<file path="src/rtl/bcd_pkg.sv">
// Segment codes and BCD decode helper for bcd_seg_scanner.
// Codes are active-low {g,f,e,d,c,b,a}.
package bcd_pkg;

  localparam logic [6:0] SEG_0     = 7'h40;
  localparam logic [6:0] SEG_1     = 7'h79;
  localparam logic [6:0] SEG_2     = 7'h24;
  localparam logic [6:0] SEG_3     = 7'h30;
  localparam logic [6:0] SEG_4     = 7'h19;
  localparam logic [6:0] SEG_5     = 7'h12;
  localparam logic [6:0] SEG_6     = 7'h02;
  localparam logic [6:0] SEG_7     = 7'h78;
  localparam logic [6:0] SEG_8     = 7'h00;
  localparam logic [6:0] SEG_9     = 7'h10;
  localparam logic [6:0] SEG_DASH  = 7'h3F;
  localparam logic [6:0] SEG_BLANK = 7'h7F;

  function automatic logic [6:0] bcd_to_seg7(
    input logic [3:0] i_nib
  );
    logic [6:0] w_seg;
    case (i_nib)
      4'd0:    w_seg = SEG_0;
      4'd1:    w_seg = SEG_1;
      4'd2:    w_seg = SEG_2;
      4'd3:    w_seg = SEG_3;
      4'd4:    w_seg = SEG_4;
      4'd5:    w_seg = SEG_5;
      4'd6:    w_seg = SEG_6;
      4'd7:    w_seg = SEG_7;
      4'd8:    w_seg = SEG_8;
      4'd9:    w_seg = SEG_9;
      default: w_seg = SEG_DASH;
    endcase
    return w_seg;
  endfunction

endpackage

</file>
<file path="src/rtl/bcd_seg_scanner_if.sv">
// Display bus between BCD counter chain / display and the scanner.
// slave = scanner side, master = counter/display side.
interface bcd_seg_scanner_if #(
  parameter int NUM_DIGITS = 4
);
  logic [4*NUM_DIGITS-1:0] D;
  logic [6:0]              SEG;
  logic [NUM_DIGITS-1:0]   AN;
  logic                    FRAME;

  modport master (
    output D,
    input  SEG,
    input  AN,
    input  FRAME
  );

  modport slave (
    input  D,
    output SEG,
    output AN,
    output FRAME
  );
endinterface

</file>
<file path="src/rtl/bcd_seg_decode.sv">
// Combinational nibble to active-low 7-segment code.
// Non-BCD nibbles map to a dash.
module bcd_seg_decode
  import bcd_pkg::*;
(
  input  logic [3:0] i_nib,
  output logic [6:0] o_seg
);

  assign o_seg = bcd_to_seg7(i_nib);

endmodule

</file>
<file path="src/rtl/bcd_seg_scanner.sv">
// Frame-coherent multiplexed 7-segment scanner for BCD digits.
// Optional leading-zero blanking: define BCD_SCAN_LZB_EN.
module bcd_seg_scanner
  import bcd_pkg::*;
#(
  parameter int NUM_DIGITS  = 4,
  parameter int REFRESH_DIV = 100000
) (
  input  logic               CLK,
  input  logic               RST,
  bcd_seg_scanner_if.slave   bus
);

  localparam int PW = $clog2(REFRESH_DIV);
  localparam int IW = $clog2(NUM_DIGITS);
  localparam int DW = 4 * NUM_DIGITS;

  localparam logic [PW-1:0] PRE_LAST = PW'(REFRESH_DIV - 1);
  localparam logic [IW-1:0] IDX_LAST = IW'(NUM_DIGITS - 1);

  logic [PW-1:0]         r_pre;
  logic [IW-1:0]         r_idx;
  logic [DW-1:0]         r_snap;
  logic                  r_frame;
  logic [6:0]            r_seg;
  logic [NUM_DIGITS-1:0] r_an;

  logic                  w_wrap;
  logic                  w_capture;
  logic [3:0]            w_nib;
  logic [6:0]            w_seg;
  logic [NUM_DIGITS-1:0] w_an;
  logic                  w_blank;

  assign w_wrap    = (r_pre == PRE_LAST);
  assign w_capture = w_wrap && (r_idx == IDX_LAST);

  // Scan timing: prescaler, digit index, snapshot and frame pulse
  always_ff @(posedge CLK) begin
    if (RST) begin
      r_pre   <= '0;
      r_idx   <= '0;
      r_snap  <= '0;
      r_frame <= 1'b0;
    end else begin
      r_frame <= w_capture;
      if (w_wrap) begin
        r_pre <= '0;
        r_idx <= (r_idx == IDX_LAST) ? '0 : r_idx + 1'b1;
      end else begin
        r_pre <= r_pre + 1'b1;
      end
      if (w_capture) begin
        r_snap <= bus.D;
      end
    end
  end

  // Select the current digit nibble and its anode
  always_comb begin
    w_nib = '0;
    w_an  = '1;
    for (int k = 0; k < NUM_DIGITS; k++) begin
      if (r_idx == IW'(k)) begin
        w_nib   = r_snap[4*k +: 4];
        w_an[k] = 1'b0;
      end
    end
  end

`ifdef BCD_SCAN_LZB_EN
  logic w_run;

  // Blank digit k>0 when it and all higher digits are zero
  always_comb begin
    w_run   = 1'b1;
    w_blank = 1'b0;
    for (int k = NUM_DIGITS - 1; k > 0; k--) begin
      w_run = w_run & (r_snap[4*k +: 4] == 4'd0);
      if ((r_idx == IW'(k)) && w_run) begin
        w_blank = 1'b1;
      end
    end
  end
`else
  assign w_blank = 1'b0;
`endif

  bcd_seg_decode u_dec (
    .i_nib (w_nib),
    .o_seg (w_seg)
  );

  // Registered drive with a one-cycle dark gap at each slot start
  always_ff @(posedge CLK) begin
    if (RST) begin
      r_seg <= SEG_BLANK;
      r_an  <= '1;
    end else if ((r_pre == '0) || w_blank) begin
      r_seg <= SEG_BLANK;
      r_an  <= '1;
    end else begin
      r_seg <= w_seg;
      r_an  <= w_an;
    end
  end

  assign bus.SEG   = r_seg;
  assign bus.AN    = r_an;
  assign bus.FRAME = r_frame;

endmodule

</file>
<file path="src/flat_wrapper.sv">
// flat-port wrapper written by rule: the top's interface ports become plain ports
module bcd_seg_scanner_flat import bcd_pkg::*;
#(
  parameter int NUM_DIGITS  = 4,
  parameter int REFRESH_DIV = 100000
)
  (CLK, RST, bus_D, bus_SEG, bus_AN, bus_FRAME);
  bcd_seg_scanner_if #(.NUM_DIGITS(NUM_DIGITS)) bus_i ();
  input  logic CLK;
  input  logic RST;
  input wire logic [$bits(bus_i.D)-1:0] bus_D;
  output wire logic [$bits(bus_i.SEG)-1:0] bus_SEG;
  output wire logic [$bits(bus_i.AN)-1:0] bus_AN;
  output wire logic [$bits(bus_i.FRAME)-1:0] bus_FRAME;
  assign bus_i.D = bus_D;
  assign bus_SEG = bus_i.SEG;
  assign bus_AN = bus_i.AN;
  assign bus_FRAME = bus_i.FRAME;
  bcd_seg_scanner #(.NUM_DIGITS(NUM_DIGITS), .REFRESH_DIV(REFRESH_DIV)) u_core (.CLK(CLK), .RST(RST), .bus(bus_i));
endmodule
</file>
<file path="config.mk">
export PLATFORM = sky130hd
export DESIGN_NAME = bcd_seg_scanner_flat
export DESIGN_NICKNAME = d
export VERILOG_FILES = /design/src/rtl/bcd_pkg.sv /design/src/rtl/bcd_seg_scanner_if.sv /design/src/rtl/bcd_seg_decode.sv /design/src/rtl/bcd_seg_scanner.sv /design/src/flat_wrapper.sv
export SDC_FILE = /design/constraint.sdc
export NUM_CORES = 1
export LEC_CHECK = 0
export CAP_MARGIN = 10
export CORE_MARGIN = 4
export CORE_UTILIZATION = 35
export CTS_BUF_LIST = sky130_fd_sc_hd__clkbuf_16
export DETAILED_ROUTE_END_ITERATION = 10
export GPL_TIMING_DRIVEN = 0
export PLACE_DENSITY = 0.65
export SYNTH_ARGS = -nofsm -noshare
export SYNTH_HDL_FRONTEND = slang
export SYNTH_SLANG_ARGS = --single-unit
</file>
<file path="constraint.sdc">
create_clock -name CLK -period 2.67 [get_ports CLK]
set_input_delay 0.534 -clock CLK [delete_from_list [all_inputs] [get_ports CLK]]
set_output_delay 0.534 -clock CLK [all_outputs]
set_load 0.01 [all_outputs]
</file>
# Word-level counts from Yosys, hierarchy flattened
# Memories as Yosys holds them, arrays and structs flattened. A register that Yosys moved wholly into a read port is not among the register bits.
# Index checks and enable logic that the tools add are counted.
# W data, S select, Z words.
# word_totals
reg_bits	40
romBits	112
input_bits	18
n_memories	1
# memory_table
name	words	word_bits	rd	rd_clocked_by_memory_dff	write_ports	line	rtl
(no name shown)	16	7	1	1	0	bcd_pkg.sv:22	case (i_nib)
# op_classes
addsub	2
eq_ne	4
n_mux	9
n_reduce_logical	5
# op_table
operator	count
$add A17 B1 Y17 const B	1
$eq A17 B17 Y1 const B	1
$logic_not A17 Y1	1
$mux W4	4
$eq A2 B2 Y1 const B	2
$mux W1	4
$reduce_or A2 Y1	2
$add A2 B1 Y2 const B	1
$eq A2 B1 Y1 const B	1
$logic_not A2 Y1	1
$mux W2	1
$logic_and A1 B1 Y1	1

# Depth between registers and ports, before layout
# Gate-level depths: netlist of the first run.
# depth
depth_word	5
mapped_depth	10

# Cells and area by module
# A second synthesis of the first run with hierarchy kept.
# unflattened
hier_cells	230
hier_area_um2	2135.8
# by_module_without_submodules
module	n_inst	cells_each	area_per_inst_um2	seq_area_each_um2
bcd_seg_scanner	1	199	1911.8	940.9
bcd_seg_decode	1	31	224.0	0.0

# Worst setup path after synthesis of the first run
# OpenSTA, ideal clock, no wires.
# synth_timing
kind	reg2reg
from	reg u_core.r_idx[1]
to	reg u_core.r_seg[1], in the netlist u_core.bus.SEG[1]
t_arrival_ns	1.841
path_slack_ns	0.675
stages_incl_launch_ff	9
path_buffers	1
period_less_slack_ns	1.995
path_cell_list	dfxtp_1 inv_1 ha_1 buf_2 o211a_1 a221oi_1 ha_1 nor2_1 o21ai_0
# synth_between
elab_chain_len	5
elab_cells_between_ends	8
classes_between	eq/ne: 3; mux: 4; reduce/logical: 1
# synth_rtl
element	line	rtl
from (decl)	bcd_seg_scanner.sv:22	logic [IW-1:0] r_idx;
from (signal assigned)	bcd_seg_scanner.sv:49	r_idx <= (r_idx == IDX_LAST) ? '0 : r_idx + 1'b1;
$logic_not A2 Y1	bcd_seg_scanner.sv:64	if (r_idx == IW'(k)) begin
$mux W4 (3 in series)	bcd_seg_scanner.sv:64	
$mux W4 (*)	bcd_seg_scanner.sv:64	
to (decl)	bcd_seg_scanner.sv:25	logic [6:0] r_seg;
# Mark *: on every way between the ends. The rest lies on a longest branch, timed or not.
# A chain may end at the register's enable or synchronous reset.

# Worst setup path in the final report of the first run
# Same ends and word-level chain as after synthesis.

==> results.sh, run 1 <==
export IMPL_grt_pass1_wl_um=6870
export IMPL_ys_ff_latch=47
export IMPL_rsz0062_at_grt="false"
export IMPL_drv_cap=0
export IMPL_cp_end_kind="flip-flop"
export IMPL_rows=27
export IMPL_grt_overflow_total=0
export IMPL_hold_class="flip-flop to flip-flop"
export IMPL_ys_types=39
export IMPL_slowest_delay_ns=0.56
export IMPL_ys_async_sr_fraction=0
export IMPL_hold_buffers=0
export IMPL_avgSynthCellArea_um2=9.17
export IMPL_p_total_w=0.00140
export IMPL_finalMaxSlewViolations=0
export IMPL_pin_count=30
export IMPL_syn_cell_area_um2=2030
export IMPL_clk_latency_ns=0.29
export IMPL_post_drt_wl_per_cell_um=12.2
export IMPL_cts_tree="done"
export IMPL_synth_edf_count=0
export IMPL_area_growth_pct=25.6
export IMPL_core_area_um2=5570
export IMPL_route_vias_total=1574
export IMPL_syn_num_nets=246
export IMPL_finalCriticalPeriod_ns=2.30
export IMPL_post_route_cells_drive_above_1_share=0.0584
export IMPL_path_common_cell="ha_1"
export IMPL_peakVddDrop_mv=0.242
export IMPL_clock_sinks=47
export IMPL_firstDrtPassIters=4
export IMPL_reg2reg_slack_ns=0.37
export IMPL_ctsResizeCount=0
export IMPL_p_leak_nw=1.07
export IMPL_die_area_um2=7070
export IMPL_finalSetupViolations=0
export IMPL_fin_util=0.457
export IMPL_io_buffers=29
export IMPL_drt_wl_total_um=4010
export IMPL_fmax_ghz=0.434
export IMPL_cp_max_fo=9
export IMPL_cts_buffer_depth=2
export IMPL_clock_skew_ns=0.0109
export IMPL_ant_nets=0
export IMPL_cp_start_kind="flip-flop"
export IMPL_power_density_nw_per_um2=550
export IMPL_final_common_cell="dfxtp_1"
export IMPL_ctsRootBufferMaster="clkbuf_16"
export IMPL_grt_start_max_net_pins=15
export IMPL_status="finished clean"
export IMPL_die_x_um=84.1
export IMPL_slowest_stage="a221oi_1"
export IMPL_routabilityCongestion=0.790
export IMPL_synthCells=221
export IMPL_ys_warn_count=0
export IMPL_arrival_ns=2.43
export IMPL_antenna_cells=0
export IMPL_crit_required_ns=2.79
export IMPL_path_cells="inv_1 -> ha_1 -> buf_2 -> o211a_1 -> a221oi_1 -> ha_1 -> nor2_1 -> o21ai_0"
export IMPL_grt_pass1_vias=1539
export IMPL_reg2reg_depth=8
export IMPL_final_cell_mix="47 x dfxtp_1, 42 x nor2_1, 29 x clkdlybuf4s50_1, 23 x nand2_1, 17 x mux2i_1"
export IMPL_crit_start="u_core.r_idx[1]$_SDFFE_PP0P_"
export IMPL_hold_viol=0
export IMPL_grt_usage=0.120
export IMPL_htree_levels=2
export IMPL_cts_setup_buffers=0
export IMPL_slew_headroom=0.421
export IMPL_drc=0
export IMPL_cts_buffers=5
export IMPL_clkSlewWorstSetupHoldPaths_ns=0.06
export IMPL_ys_flop_type="dfxtp_1"
export IMPL_fin_nets=282
export IMPL_timing_rr_start="u_core.r_idx[1]$_SDFFE_PP0P_"
export IMPL_via_per_inst=4.78
export IMPL_fillerInstances=547
export IMPL_initial_utilization=0.364
export IMPL_multi_input_area_um2=1010
export IMPL_hpwl_um=2920
export IMPL_seq_area_um2=941
export IMPL_crit_type="flip-flop to flip-flop"
export IMPL_fin_crit_sh=0.863
export IMPL_hold_depth=1
export IMPL_die_y_um=84.1
export IMPL_r2r_end="u_core.bus.SEG[1]$_SDFF_PP1_"
export IMPL_worstMarginPinSlew_ns=0.864
export IMPL_drt_iter0_markers=48
export IMPL_ys_seq_area_frac=0.464
export IMPL_holdPathEnd="u_core.r_pre[0]$_SDFF_PP0_"
export IMPL_finalSetupTns_ns=0
export IMPL_hp_start="u_core.r_pre[0]$_SDFF_PP0_"
export IMPL_antenna_found_initial=0
## worst max path at each step
| stage | cells after the start | to |
|---|---|---|
| final | 8 | u_core.bus.SEG[1]$_SDFF_PP1_ |
| after global routing | 8 | u_core.bus.SEG[1]$_SDFF_PP1_ |
| after CTS | 8 | u_core.bus.SEG[1]$_SDFF_PP1_ |
| after detailed placement | 8 | u_core.bus.SEG[1]$_SDFF_PP1_ |
| after global placement | 8 | u_core.bus.SEG[1]$_SDFF_PP1_ |
| after floorplan | 8 | u_core.bus.SEG[1]$_SDFF_PP1_ |
## routing by layer
| metal | vias to the layer above | global-route usage | wire length (um) |
|---|---|---|---|
| met3 | 6 | 0.0424 | 189 |
| met1 | 720 | 0.143 | 1870 |
| met2 | 27 | 0.202 | 1910 |
| li1 | 821 | - | - |
| met4 | 0 | 0.0351 | 46 |
| met5 | - | 0 | 0 |
## cells by family (layout without fill, tap and decap cells)
group	after synthesis	count (layout)	synth area share
muxes	17	17	0.0839
adders and majority gates	7	7	0.0432
xor gates and xnor gates	15	15	0.0648
and+or+nand+nor	99	99	0.237
buffers and inverters	15	51	0.0352
AOI/OAI and AO/OA	21	21	0.0716
DFF	47	47	0.464
## synthesized netlist by cell type (2+ instances only)
master    instances  area (um2)
nor2b_1           3        18.8
nor2_1           42         158
xor2_1           10        87.6
o211a_1           2        20.0
ha_1              7        87.6
a211o_1           2        17.5
and4_1            3        26.3
dfxtp_1          47         941
buf_2             3        15.0
nand2b_1          2        12.5
nand4_1           4        25.0
nor3_1            4        20.0
mux2i_1          17         170
o21ai_0           5        25.0
nand3_1           6        30.0
or3_1             2        12.5
nand2_1          23        86.3
a211oi_1          2        15.0
clkbuf_1          2        7.51
inv_1             8        30.0
xnor2_1           5        43.8
and3_1            2        12.5
a21oi_1           4        20.0
## worst max-delay path: cells and delay by family, from the launching register on
family                   cells  cell delay (ns)
AND/OR/NAND/NOR              1             0.10
buffers and inverters        2             0.24
adder cells (fa/ha/maj)      2             0.55
flip-flops                   1             0.37
AO/OA/AOI/OAI                3             0.89
## final cells by class
| class | count | share of cell area |
|---|---|---|
| multi-input combinational | 159 | 0.399 |
| tap | 72 | 0.0354 |
| clock buffer | 5 | 0.0491 |
| buffer | 7 | 0.0162 |
| inverter | 8 | 0.0118 |
| timing repair buffer | 29 | 0.114 |
| clock inverter | 2 | 0.00541 |
| sequential | 47 | 0.370 |
## metrics by stage
| step | hold slack, ns | setup WS, ns | area (um2) | instances |
|---|---|---|---|---|
| after CTS | 0.481 | 0.356 | 2550 | 329 |
| after floorplan | 0.438 | 0.675 | 2030 | 221 |
| after global placement | 0.455 | 0.404 | 2410 | 322 |
| after global routing | 0.518 | 0.185 | 2550 | 329 |
| final | 0.482 | 0.366 | 2550 | 329 |
| after detailed placement | 0.468 | 0.351 | 2410 | 322 |
## flip-flops by register name, indices dropped and copies added (netlist names)
signal,cells
u_core.r_idx,2
u_core.bus.SEG,7
u_core.r_pre,17
u_core.bus.AN,4
u_core.bus.FRAME,1
u_core.r_snap,16
## report_power, final
group	internal, W	total (W)	leakage, nW	switching, W
Clock	0.000341	0.000589	0.0696	0.000248
Combinational	0.0000525	0.0000877	0.624	0.0000352
Sequential	0.000716	0.000723	0.381	0.00000656
Total	0.00111	0.00140	1.07	0.000290
Power figures use the tool's default switching activity.
==> inputs of run 2 (changes only) <==
==> constraint.sdc (replaced) <==
create_clock -name CLK -period 2.67 [get_ports CLK]
set_input_delay 0.6675 -clock CLK [delete_from_list [all_inputs] [get_ports CLK]]
set_output_delay 0.6675 -clock CLK [all_outputs]
set_load 0.01 [all_outputs]
==> results of run 2 <==
Same layout as run 1: the final DEF is identical, and so are final timing and power.
Main changes from that run: setup slack after placement 0.351 ns -> 0.343 ns
